## config.mk

```make
export PLATFORM = sky130hd
export DESIGN_NAME = metronome_ctrl
export DESIGN_NICKNAME = d
export VERILOG_FILES = /design/src/rtl/metronome_ctrl.sv
export SDC_FILE = /design/constraint.sdc
export NUM_CORES = 1
export LEC_CHECK = 0
export ABC_CLOCK_PERIOD_IN_PS = 6300
export BUFFER_PORTS_ARGS = -buffer_cell sky130_fd_sc_hd__buf_2
export CAP_MARGIN = 25
export CORE_ASPECT_RATIO = 1.2
export CORE_MARGIN = 2
export CORE_UTILIZATION = 35
export CTS_CLUSTER_DIAMETER = 30
export DETAILED_ROUTE_END_ITERATION = 16
export PLACE_DENSITY_LB_ADDON = 0.12
export SYNTH_ARGS = -nofsm -noshare
export SYNTH_HDL_FRONTEND = slang
export SYNTH_SLANG_ARGS = --single-unit
```

## constraint.sdc

```tcl
create_clock -name CLOCK_50 -period 6.3 [get_ports CLOCK_50]
set_input_delay 0.315 -clock CLOCK_50 [delete_from_list [all_inputs] [get_ports CLOCK_50]]
set_output_delay 0.315 -clock CLOCK_50 [all_outputs]
set_load 0.01 [all_outputs]
```

## src/rtl/metronome_ctrl.sv

```systemverilog
`default_nettype none
// ============================================================================
//  Module      : metronome_ctrl
//  Description : Tempo and measure controller for the metronome beat
//                generator. Turns up/down keys (with auto-repeat) into a
//                saturating BPM setting and derives the beat period with a
//                serial restoring divider. It then times the beats, tracks
//                the position in the measure and drives the BEEP/ACCENT
//                pulses.
//  Revision    : 1.0 - initial release
// ============================================================================
module metronome_ctrl #(
    parameter int unsigned CLK_HZ      = 50_000_000,
    parameter int unsigned BPM_MIN     = 40,
    parameter int unsigned BPM_MAX     = 240,
    parameter int unsigned BPM_INIT    = 120,
    parameter int unsigned REPEAT_DLY  = 25_000_000,
    parameter int unsigned REPEAT_RATE = 5_000_000,
    parameter int unsigned PULSE_LEN   = 1_000_000,
    parameter int unsigned ACCENT_LEN  = 2_000_000
) (
    input  logic       CLOCK_50,
    input  logic       RESET,
    input  logic       KEY_UP,
    input  logic       KEY_DN,
    input  logic       RUN,
    input  logic [2:0] BEATS,
    output logic [7:0] BPM,
    output logic [2:0] BEAT_POS,
    output logic       BEEP,
    output logic       ACCENT,
    output logic       BUSY
);

    // Numerator of the period computation: clock cycles per minute.
    localparam logic [31:0] DIVIDEND    = 32'(64'(CLK_HZ) * 64'd60);
    localparam logic [31:0] PERIOD_INIT = DIVIDEND / 32'(BPM_INIT);
    localparam logic [7:0]  BPM_MIN_V   = 8'(BPM_MIN);
    localparam logic [7:0]  BPM_MAX_V   = 8'(BPM_MAX);
    localparam logic [7:0]  BPM_INIT_V  = 8'(BPM_INIT);
    localparam logic [31:0] DLY_V       = 32'(REPEAT_DLY);
    localparam logic [31:0] RATE_V      = 32'(REPEAT_RATE);
    // Pulse counters are loaded with "remaining cycles after this one".
    localparam logic [31:0] PULSE_LAST  = 32'(PULSE_LEN - 1);
    localparam logic [31:0] ACCENT_LAST = 32'(ACCENT_LEN - 1);

    // ------------------------------------------------------------------
    // Key handling
    // ------------------------------------------------------------------
    logic        up_q;
    logic        dn_q;
    logic        up_armed;
    logic        dn_armed;
    logic        up_rep;
    logic        dn_rep;
    logic [31:0] up_cnt;
    logic [31:0] dn_cnt;
    logic        up_step;
    logic        dn_step;

    // A step is due on a fresh press, after the hold delay, or on each repeat tick.
    always_comb begin
        up_step = 1'b0;
        dn_step = 1'b0;
        if (KEY_UP && !KEY_DN) begin
            if (!up_q) begin
                up_step = 1'b1;
            end else if (up_armed) begin
                if (!up_rep && (up_cnt + 32'd1 == DLY_V)) begin
                    up_step = 1'b1;
                end else if (up_rep && (up_cnt + 32'd1 == RATE_V)) begin
                    up_step = 1'b1;
                end
            end
        end
        if (KEY_DN && !KEY_UP) begin
            if (!dn_q) begin
                dn_step = 1'b1;
            end else if (dn_armed) begin
                if (!dn_rep && (dn_cnt + 32'd1 == DLY_V)) begin
                    dn_step = 1'b1;
                end else if (dn_rep && (dn_cnt + 32'd1 == RATE_V)) begin
                    dn_step = 1'b1;
                end
            end
        end
    end

    // Edge detection and hold/repeat timers; pressing both keys disarms both.
    always_ff @(posedge CLOCK_50) begin
        if (RESET) begin
            up_q     <= 1'b0;
            dn_q     <= 1'b0;
            up_armed <= 1'b0;
            dn_armed <= 1'b0;
            up_rep   <= 1'b0;
            dn_rep   <= 1'b0;
            up_cnt   <= 32'd0;
            dn_cnt   <= 32'd0;
        end else begin
            up_q <= KEY_UP;
            dn_q <= KEY_DN;
            if (KEY_UP && KEY_DN) begin
                up_armed <= 1'b0;
                dn_armed <= 1'b0;
                up_rep   <= 1'b0;
                dn_rep   <= 1'b0;
                up_cnt   <= 32'd0;
                dn_cnt   <= 32'd0;
            end else begin
                if (!KEY_UP) begin
                    up_armed <= 1'b0;
                    up_rep   <= 1'b0;
                    up_cnt   <= 32'd0;
                end else if (!up_q) begin
                    up_armed <= 1'b1;
                    up_rep   <= 1'b0;
                    up_cnt   <= 32'd0;
                end else if (up_armed) begin
                    if (up_step) begin
                        up_rep <= 1'b1;
                        up_cnt <= 32'd0;
                    end else begin
                        up_cnt <= up_cnt + 32'd1;
                    end
                end

                if (!KEY_DN) begin
                    dn_armed <= 1'b0;
                    dn_rep   <= 1'b0;
                    dn_cnt   <= 32'd0;
                end else if (!dn_q) begin
                    dn_armed <= 1'b1;
                    dn_rep   <= 1'b0;
                    dn_cnt   <= 32'd0;
                end else if (dn_armed) begin
                    if (dn_step) begin
                        dn_rep <= 1'b1;
                        dn_cnt <= 32'd0;
                    end else begin
                        dn_cnt <= dn_cnt + 32'd1;
                    end
                end
            end
        end
    end

    // ------------------------------------------------------------------
    // Tempo register and serial divider
    // ------------------------------------------------------------------
    logic [7:0]  bpm_next;
    logic        bpm_change;
    logic        div_load;
    logic [4:0]  div_cnt;
    logic [31:0] div_rem;
    logic [31:0] div_quo;
    logic [7:0]  div_dvs;
    logic [31:0] period;
    logic [32:0] rem_shift;
    logic        rem_fits;
    logic [31:0] rem_new;
    logic [31:0] quo_new;

    // Saturating tempo step; a step clipped by saturation is not a change.
    always_comb begin
        bpm_next   = BPM;
        bpm_change = 1'b0;
        if (up_step && (BPM < BPM_MAX_V)) begin
            bpm_next   = BPM + 8'd1;
            bpm_change = 1'b1;
        end else if (dn_step && (BPM > BPM_MIN_V)) begin
            bpm_next   = BPM - 8'd1;
            bpm_change = 1'b1;
        end
    end

    // One restoring-division iteration: shift in the next dividend bit, subtract if it fits.
    always_comb begin
        rem_shift = {div_rem, div_quo[31]};
        rem_fits  = (rem_shift >= {25'd0, div_dvs});
        rem_new   = rem_fits ? 32'(rem_shift - {25'd0, div_dvs}) : rem_shift[31:0];
        quo_new   = {div_quo[30:0], rem_fits};
    end

    // Tempo register plus divider sequencing: a load cycle, then 32 iterations.
    always_ff @(posedge CLOCK_50) begin
        if (RESET) begin
            BPM      <= BPM_INIT_V;
            BUSY     <= 1'b0;
            div_load <= 1'b0;
            div_cnt  <= 5'd0;
            div_rem  <= 32'd0;
            div_quo  <= 32'd0;
            div_dvs  <= 8'd0;
            period   <= PERIOD_INIT;
        end else begin
            BPM <= bpm_next;
            if (bpm_change) begin
                // A new tempo (re)starts the divide; the old period stays in use.
                BUSY     <= 1'b1;
                div_load <= 1'b1;
            end else if (BUSY) begin
                if (div_load) begin
                    div_load <= 1'b0;
                    div_rem  <= 32'd0;
                    div_quo  <= DIVIDEND;
                    div_dvs  <= BPM;
                    div_cnt  <= 5'd0;
                end else begin
                    div_rem <= rem_new;
                    div_quo <= quo_new;
                    div_cnt <= div_cnt + 5'd1;
                    if (div_cnt == 5'd31) begin
                        BUSY   <= 1'b0;
                        period <= quo_new;
                    end
                end
            end
        end
    end

    // ------------------------------------------------------------------
    // Beat state machine
    // ------------------------------------------------------------------
    typedef enum logic [0:0] {
        ST_IDLE = 1'b0,
        ST_RUN  = 1'b1
    } beat_state_t;

    beat_state_t state;
    logic [31:0] beat_cnt;
    logic [31:0] pulse_rem;
    logic [2:0]  beats_eff;
    logic [2:0]  pos_adv;
    logic        beat_due;
    logic [2:0]  fire_pos;
    logic [31:0] fire_len;

    // Next measure position and the pulse length of the beat about to fire.
    always_comb begin
        beats_eff = (BEATS == 3'd0) ? 3'd1 : BEATS;
        pos_adv   = (BEAT_POS >= beats_eff - 3'd1) ? 3'd0 : BEAT_POS + 3'd1;
        // ">=" so that a shortened period fires at once if already overrun.
        beat_due  = (beat_cnt >= period - 32'd1);
        fire_pos  = (state == ST_IDLE) ? 3'd0 : pos_adv;
        fire_len  = (fire_pos == 3'd0) ? ACCENT_LAST : PULSE_LAST;
    end

    // Beat timing, measure position and registered BEEP/ACCENT pulses.
    always_ff @(posedge CLOCK_50) begin
        if (RESET) begin
            state     <= ST_IDLE;
            beat_cnt  <= 32'd0;
            pulse_rem <= 32'd0;
            BEAT_POS  <= 3'd0;
            BEEP      <= 1'b0;
            ACCENT    <= 1'b0;
        end else begin
            case (state)
                ST_IDLE: begin
                    if (RUN) begin
                        state     <= ST_RUN;
                        beat_cnt  <= 32'd0;
                        BEAT_POS  <= fire_pos;
                        BEEP      <= 1'b1;
                        ACCENT    <= (fire_pos == 3'd0);
                        pulse_rem <= fire_len;
                    end
                end
                ST_RUN: begin
                    if (!RUN) begin
                        // Stopping resets the measure so a restart is a downbeat.
                        state     <= ST_IDLE;
                        beat_cnt  <= 32'd0;
                        pulse_rem <= 32'd0;
                        BEAT_POS  <= 3'd0;
                        BEEP      <= 1'b0;
                        ACCENT    <= 1'b0;
                    end else if (beat_due) begin
                        beat_cnt  <= 32'd0;
                        BEAT_POS  <= fire_pos;
                        BEEP      <= 1'b1;
                        ACCENT    <= (fire_pos == 3'd0);
                        pulse_rem <= fire_len;
                    end else begin
                        beat_cnt <= beat_cnt + 32'd1;
                        if (BEEP) begin
                            if (pulse_rem == 32'd0) begin
                                BEEP   <= 1'b0;
                                ACCENT <= 1'b0;
                            end else begin
                                pulse_rem <= pulse_rem - 32'd1;
                            end
                        end
                    end
                end
                default: begin
                    state <= ST_IDLE;
                end
            endcase
        end
    end

endmodule
`default_nettype wire

```

==> metrics.md, run 1 <==
| Metric | Value |
|---|---|
| Worst relative slew slack | `37.9%` |
| Hold EP | `up_cnt[19]` |
| Final hold viol count | `0` |
| Critical Path RT | `6.77 ns` |
| Post-synthesis sequential area ratio | `32.3%` |
| Max-cap violations | `0` |
| DR iter-0 viols | `756` |
| Leak | `0.00701 uW` |
| Synth top area share | `32.3%` |
| GRT met1 Usage | `23.3%` |
| Drt pass-1 iters | `5` |
| Worst ir drop on vdd | `0.200 mV` |
| Max Transition Viols Final | `0` |
| Net Count, Synth | `2,040` |
| Clock Latency Late Sink | `0.60 ns` |
| Die H | `239 um` |
| Worst Setup End Kind | `register` |
| Worst Hold Class | `in -> reg` |
| Slowest stage delay, CP | `0.60 ns` |
| Setup violators final | `0` |
| Period minus WS final | `5.68 ns` |
| Initial antenna violation count | `1` |
| Crit Reg-Reg Endpoint | `pulse_rem[20]` |
| Period utilization | `90.2%` |
| Bufs and invs on worst path | `1` |
| Total track usage | `18.4%` |
| Crit path arrival time | `6.15 ns` |
| # IOs | `22` |
| DP HPWL | `28,300 um` |
| Routed WL | `43,200 um` |
| Initial Util | `35.6%` |
| Met3 usage | `3.20%` |
| Mapped cell area | `16,100 um2` |
| Synthesized area per cell | `8.15 um2` |
| Grt met2 use | `31.0%` |
| WP depth | `17` |
| H-Tree Depth | `3` |
| Kind of critical path | `reg -> reg` |
| Status | `complete, no violations` |
| Main synth FF type | `dfxtp_1` |
| CTS sink cnt | `259` |
| Antenna Nets Post-Route | `0` |
| Critical-path cell list | `nor4_1 > nand4_1 > or4_1 > or4_1 > nand2b_1 > nor4_1 > xnor2_1 > ha_1 > nand4_1 > or2_2 > nor4_1 > o21ai_0 > o221ai_1 > nor2_2 > buf_8 > a21boi_0 > o221a_2` |
| CTS Buf Count | `80` |
| First-pass GRT wire length | `72,600 um` |
| Root Buffer | `clkbuf_16` |
| GRT Residual Overflow | `0` |
| Family with the most delay on the worst path | `simple AND/OR/NAND/NOR gates` |
| Worst-path fanout max | `16` |
| Clock buffer depth | `3` |
| Hold wc startpoint | `RESET` |
| Ys Warns | `0` |
| Top-count cell post-synth | `dfxtp_1` |
| R2R Setup Slk | `0.62 ns` |
| Synthesized flop and latch total | `259` |
| Netlist cell types | `97` |
| Buffers on Ports | `21` |
| Width of the die | `199 um` |
| Setup TNS | `0 ns` |
| Critical Path Start Type | `register` |
| DRC violations left | `0` |
| Top achievable clock speed | `176 MHz` |
| Top Usage Layer GRT | `met2` |
| FF-to-FF Start | `period[6]` |
| Core area | `45,100 um2` |
| Worst Hold Path Cells | `3` |
| Final nets | `2,028` |
| Most used cell, CP | `nor4_1` |
| Worst-Margin Slew | `0.932 ns` |
| Via density | `5.51` |
| CP max-delay cell | `or4_1` |
| Synth top cells by count | `dfxtp_1, nor2_1, nand2_1` |
| Pwr dens | `324 nW/um2` |
| Placed cells | `2,482` |
| Number of global-route vias before repair | `14,126` |
| Wire per inst | `16.4 um` |
| Fraction of layout cells with a size suffix above 1 | `12.1%` |
| Vias | `14,497` |
| Die footprint | `47,600 um2` |
| Clk slew on worst S/H paths | `0.04 ns` |
| Finished Layout Cells | `2,631` |
| Syn-to-layout area delta | `19.5%` |
| Clk_skew | `0.0180 ns` |
| Placer Congestion | `0.826` |
| CTS tree | `done` |
| Post-synth ARST share | `0%` |
| FF-to-FF path depth | `17` |
| Largest cells by area after synthesis | `dfxtp_1, xnor2_1, ha_1` |
| Biggest area consumer among synthesized cells | `dfxtp_1` |
| Largest net degree at the start of global routing | `85` |
| Post-synth EDFFs | `0` |
| RSZ-0062 raised after global routing | `false` |
| Row count | `85` |
| Synth Instances | `1,970` |
-- timing repair --
| item | CTS | global route |
|---|---|---|
| endpoints found under the setup margin | 0 | 16 |
| gates resized for setup | 0 | 1 |
| setup buffers | 0 | 0 |
| hold buffers | 2 | 0 |
| endpoints found under the hold margin | 2 | 0 |
-- tightest hold or removal path: stages --
cell and delay (ns):
buf_4 0.12, nor2_1 0.06, o311a_1 0.11
-- cells in the final DEF (no fill, tap or decap), types with 21 or more instances in the layout --
cell / instances
dfxtp_1: 258
nor2_1: 172
nand2_1: 162
o21ai_0: 104
a21oi_1: 101
xnor2_1: 87
clkbuf_16: 81
nand3_1: 72
nor3_1: 64
inv_1: 63
ha_1: 60
mux2i_1: 58
nand4_1: 44
and3_1: 34
or4_1: 33
xor2_1: 33
o211ai_1: 33
nor4_1: 31
or3_1: 26
buf_4: 26
o41ai_1: 25
clkinv_2: 21
-- stage by stage --
step | power [uW] | utilization, % | hold slack (ns) | setup slack [ns] | cell area, um2
2_1_floorplan | 2270 | - | 0.435 | 1.20 | 16100
3_3_place_gp | 2400 | 36.5 | 0.447 | 0.617 | 16500
3_5_place_dp | 2410 | 36.5 | 0.451 | 0.443 | 16500
4_1_cts | 6300 | 42.5 | 0.0541 | 0.372 | 19100
5_1_grt | 6470 | 42.5 | 0.0859 | 0.0679 | 19200
6_report | 6210 | 42.5 | 0.0788 | 0.617 | 19200
-- state kept, by name (all words and copies together), names as in the netlist, 3 cells and up --
name and count:
BPM 8, up_cnt 32, div_rem 32, div_quo 32, dn_cnt 32, period 32, beat_cnt 32, div_dvs 8
div_cnt 5, pulse_rem 32, BEAT_POS 3
-- area by class of cell --
cell class,instances,area [um2]
repair buffers,50,358
inverters,66,249
fillers,4595,25900
flip-flops and latches,259,5190
clock buffers,116,2340
clock inverters,29,308
diodes,1,2.50
multi-input cells,1501,9970
well taps,609,762
-- routing by layer --
metal	part of all wire (%)	vias up
met4	2.3	0
met5	0	-
met2	48	259
met3	3.8	70
met1	46	6872
li1	-	7296
-- logic make-up after synthesis --
| kind of cell | count (synthesis) | share of synthesized area (%) |
|---|---|---|
| AND/OR/NAND/NOR | 783 | 26.3 |
| XOR/XNOR | 120 | 6.55 |
| AO/OA/AOI/OAI | 470 | 20.0 |
| flip-flops | 259 | 32.3 |
| adder cells (fa/ha/maj) | 62 | 4.93 |
| buffers and inverters | 210 | 5.72 |
| multiplexers | 66 | 4.18 |
-- power breakdown --
group / internal, uW / leakage, uW / total (uW) / switching [uW]
clock: 2700 / 0.00132 / 3830 / 1120
sequential: 1690 / 0.00210 / 1740 / 49.9
combinational: 254 / 0.00359 / 641 / 386
-- worst max path at each step --
stage,start,to,slack (ns)
global placement,period[6],pulse_rem[7],0.62
floorplan,period[2],ACCENT,1.20
finish,period[6],pulse_rem[20],0.62
CTS,period[6],pulse_rem[11],0.37
detailed placement,period[6],pulse_rem[7],0.44
global route,period[6],ACCENT,0.07
Note: power is estimated with default switching activity, not from simulation.
==> run 2: changes to the inputs <==
Settings changed: GPL_TIMING_DRIVEN from default to 0.
==> metrics.md, run 2 (synthesis gave the netlist of run 1 again) <==
| Metric | Value |
|---|---|
| Status | `complete, no violations` |
| CTS sink cnt | `259` |
| Worst Hold Class | `in -> reg` |
| Max-cap violations | `0` |
| Initial Util | `35.6%` |
| Worst relative slew slack | `39.0%` |
| Period utilization | `91.6%` |
| Top Usage Layer GRT | `met2` |
| First-pass GRT wire length | `79,200 um` |
| Worst-path fanout max | `16` |
| Number of antenna repair diodes | `0` |
| Largest net degree at the start of global routing | `17` |
| Buffers on Ports | `21` |
| Pwr dens | `328 nW/um2` |
| Worst-Margin Slew | `0.903 ns` |
| Clk slew on worst S/H paths | `0.05 ns` |
| Via density | `5.55` |
| FF-to-FF Start | `up_cnt[16]` |
| Root Buffer | `clkbuf_16` |
| Top achievable clock speed | `173 MHz` |
| Setup violators final | `0` |
| GRT Residual Overflow | `0` |
| Max Transition Viols Final | `0` |
| FF-to-FF path depth | `21` |
| Worst ir drop on vdd | `0.177 mV` |
| H-Tree Depth | `3` |
| Total track usage | `20.7%` |
| Post-CTS Setup Repair Bufs | `0` |
| Initial antenna violation count | `0` |
| Wire per inst | `17.9 um` |
| Finished Layout Cells | `2,740` |
| GRT met1 Usage | `26.4%` |
| Critical Path Start Type | `register` |
| Critical Path RT | `6.79 ns` |
| Worst Setup End Kind | `register` |
| Die footprint | `47,600 um2` |
| Post-DP Area | `16,900 um2` |
| Final nets | `2,142` |
| Hold wc startpoint | `RESET` |
| Period minus WS final | `5.77 ns` |
| Clk_skew | `0.0226 ns` |
| Drt pass-1 iters | `5` |
| Number of global-route vias before repair | `14,676` |
| Commonest non-fill, non-tap cell in the layout | `dfxtp_1` |
| DRC violations left | `0` |
| Placer Congestion | `0.854` |
| Fraction of layout cells with a size suffix above 1 | `12.5%` |
| RSZ-0062 raised after global routing | `false` |
| CTS Buf Count | `77` |
| Width of the die | `199 um` |
| # IOs | `22` |
| Worst Hold Path Cells | `3` |
| DR iter-0 viols | `852` |
| Die H | `239 um` |
| Placed cells | `2,600` |
| Clock buffer depth | `3` |
| Kind of critical path | `reg -> reg` |
| Grt met2 use | `34.8%` |
| DP HPWL | `35,100 um` |
| Hold_ws | `0.160 ns` |
| Antenna Nets Post-Route | `0` |
| Syn-to-layout area delta | `22.8%` |
| Clock Latency Late Sink | `0.61 ns` |
| Leading cell types in the layout, fill and taps excluded | `dfxtp_1, nor2_1, nand2_1, o21ai_0, a21oi_1` |
| Row count | `85` |
| Cell area after layout | `19,700 um2` |
| Core area | `45,100 um2` |
| Final hold viol count | `0` |
| Crit path launch | `up_cnt[16]` |
| Leak | `0.00725 uW` |
| Crit path arrival time | `6.26 ns` |
| Vias | `15,195` |
| CTS tree | `done` |
| Met3 usage | `3.41%` |
| Routed WL | `49,000 um` |
==> run 2: cell types whose count changed in the layout (fill, tap and decap cells not counted), moves of 5 or more <==
cell,change
buf_6,+6
buf_2,+35
buf_4,-20
clkbuf_1,+82
clkbuf_2,+5
clkinv_2,-11
==> run 2: worst paths after layout <==
kind	endpoint	slack, ns
min reg2reg	div_dvs[7]	0.46
max reg2reg	BPM[7]	0.53
max	BPM[7]	0.53
min	up_cnt[19]	0.16
==> run 2: worst max-delay path, stage by stage (launching register included) <==
cell and delay [ns]:
dfxtp_1 0.47, and4_1 0.23, clkbuf_1 0.27, nor3b_1 0.49, nand4_1 0.20, mux2i_1 0.18
or4_1 0.53, a2111o_1 0.49, a21boi_2 0.25, buf_4 0.23, inv_2 0.13, clkbuf_2 0.32
ha_1 0.36, a21o_1 0.17, a21oi_1 0.21, o21bai_1 0.09, a21oi_1 0.24, o21bai_1 0.09
a21oi_1 0.36, o21ai_0 0.16, o21ai_0 0.11, o2bb2ai_1 0.08
==> run 2: layout make-up <==
type / count / area, um2
repair buffers: 23 / 125
clock inverters: 30 / 485
flip-flops and latches: 259 / 5180
fillers: 4610 / 25400
inverters: 66 / 248
multi-input cells: 1501 / 9970
well taps: 609 / 762
plain buffers: 144 / 673
clock buffers: 108 / 2250
==> run 2: per-layer routing <==
layer | share of wire [%] | wire (um)
met1 | 45 | 22300
met2 | 48 | 23500
met3 | 4.2 | 2080
met4 | 2.4 | 1180
met5 | 0 | 0
==> run 2: repair_timing <==
item,CTS,global route
setup endpoints to repair,19,42
gates resized for setup,2,7
endpoints found under the hold margin,2,0
hold buffers,2,0
==> run 2: metrics by stage <==
step           total power [uW]  TNS [ns]  utilization (%)  worst slack, ns
2_1_floorplan              2270         0                -             1.20
3_3_place_gp               2460     -1.56             37.5           -0.253
3_5_place_dp               2460     -1.85             37.5           -0.254
4_1_cts                    6530         0             43.7            0.208
5_1_grt                    6720         0             43.7           0.0262
6_report                   6470         0             43.7            0.529
==> run 2: report_power, final <==
part	total (uW)	switching, uW	internal [uW]
clock network	4030	1210	2820
logic	697	427	270
registers	1740	50.6	1690
total	6470	1690	4780
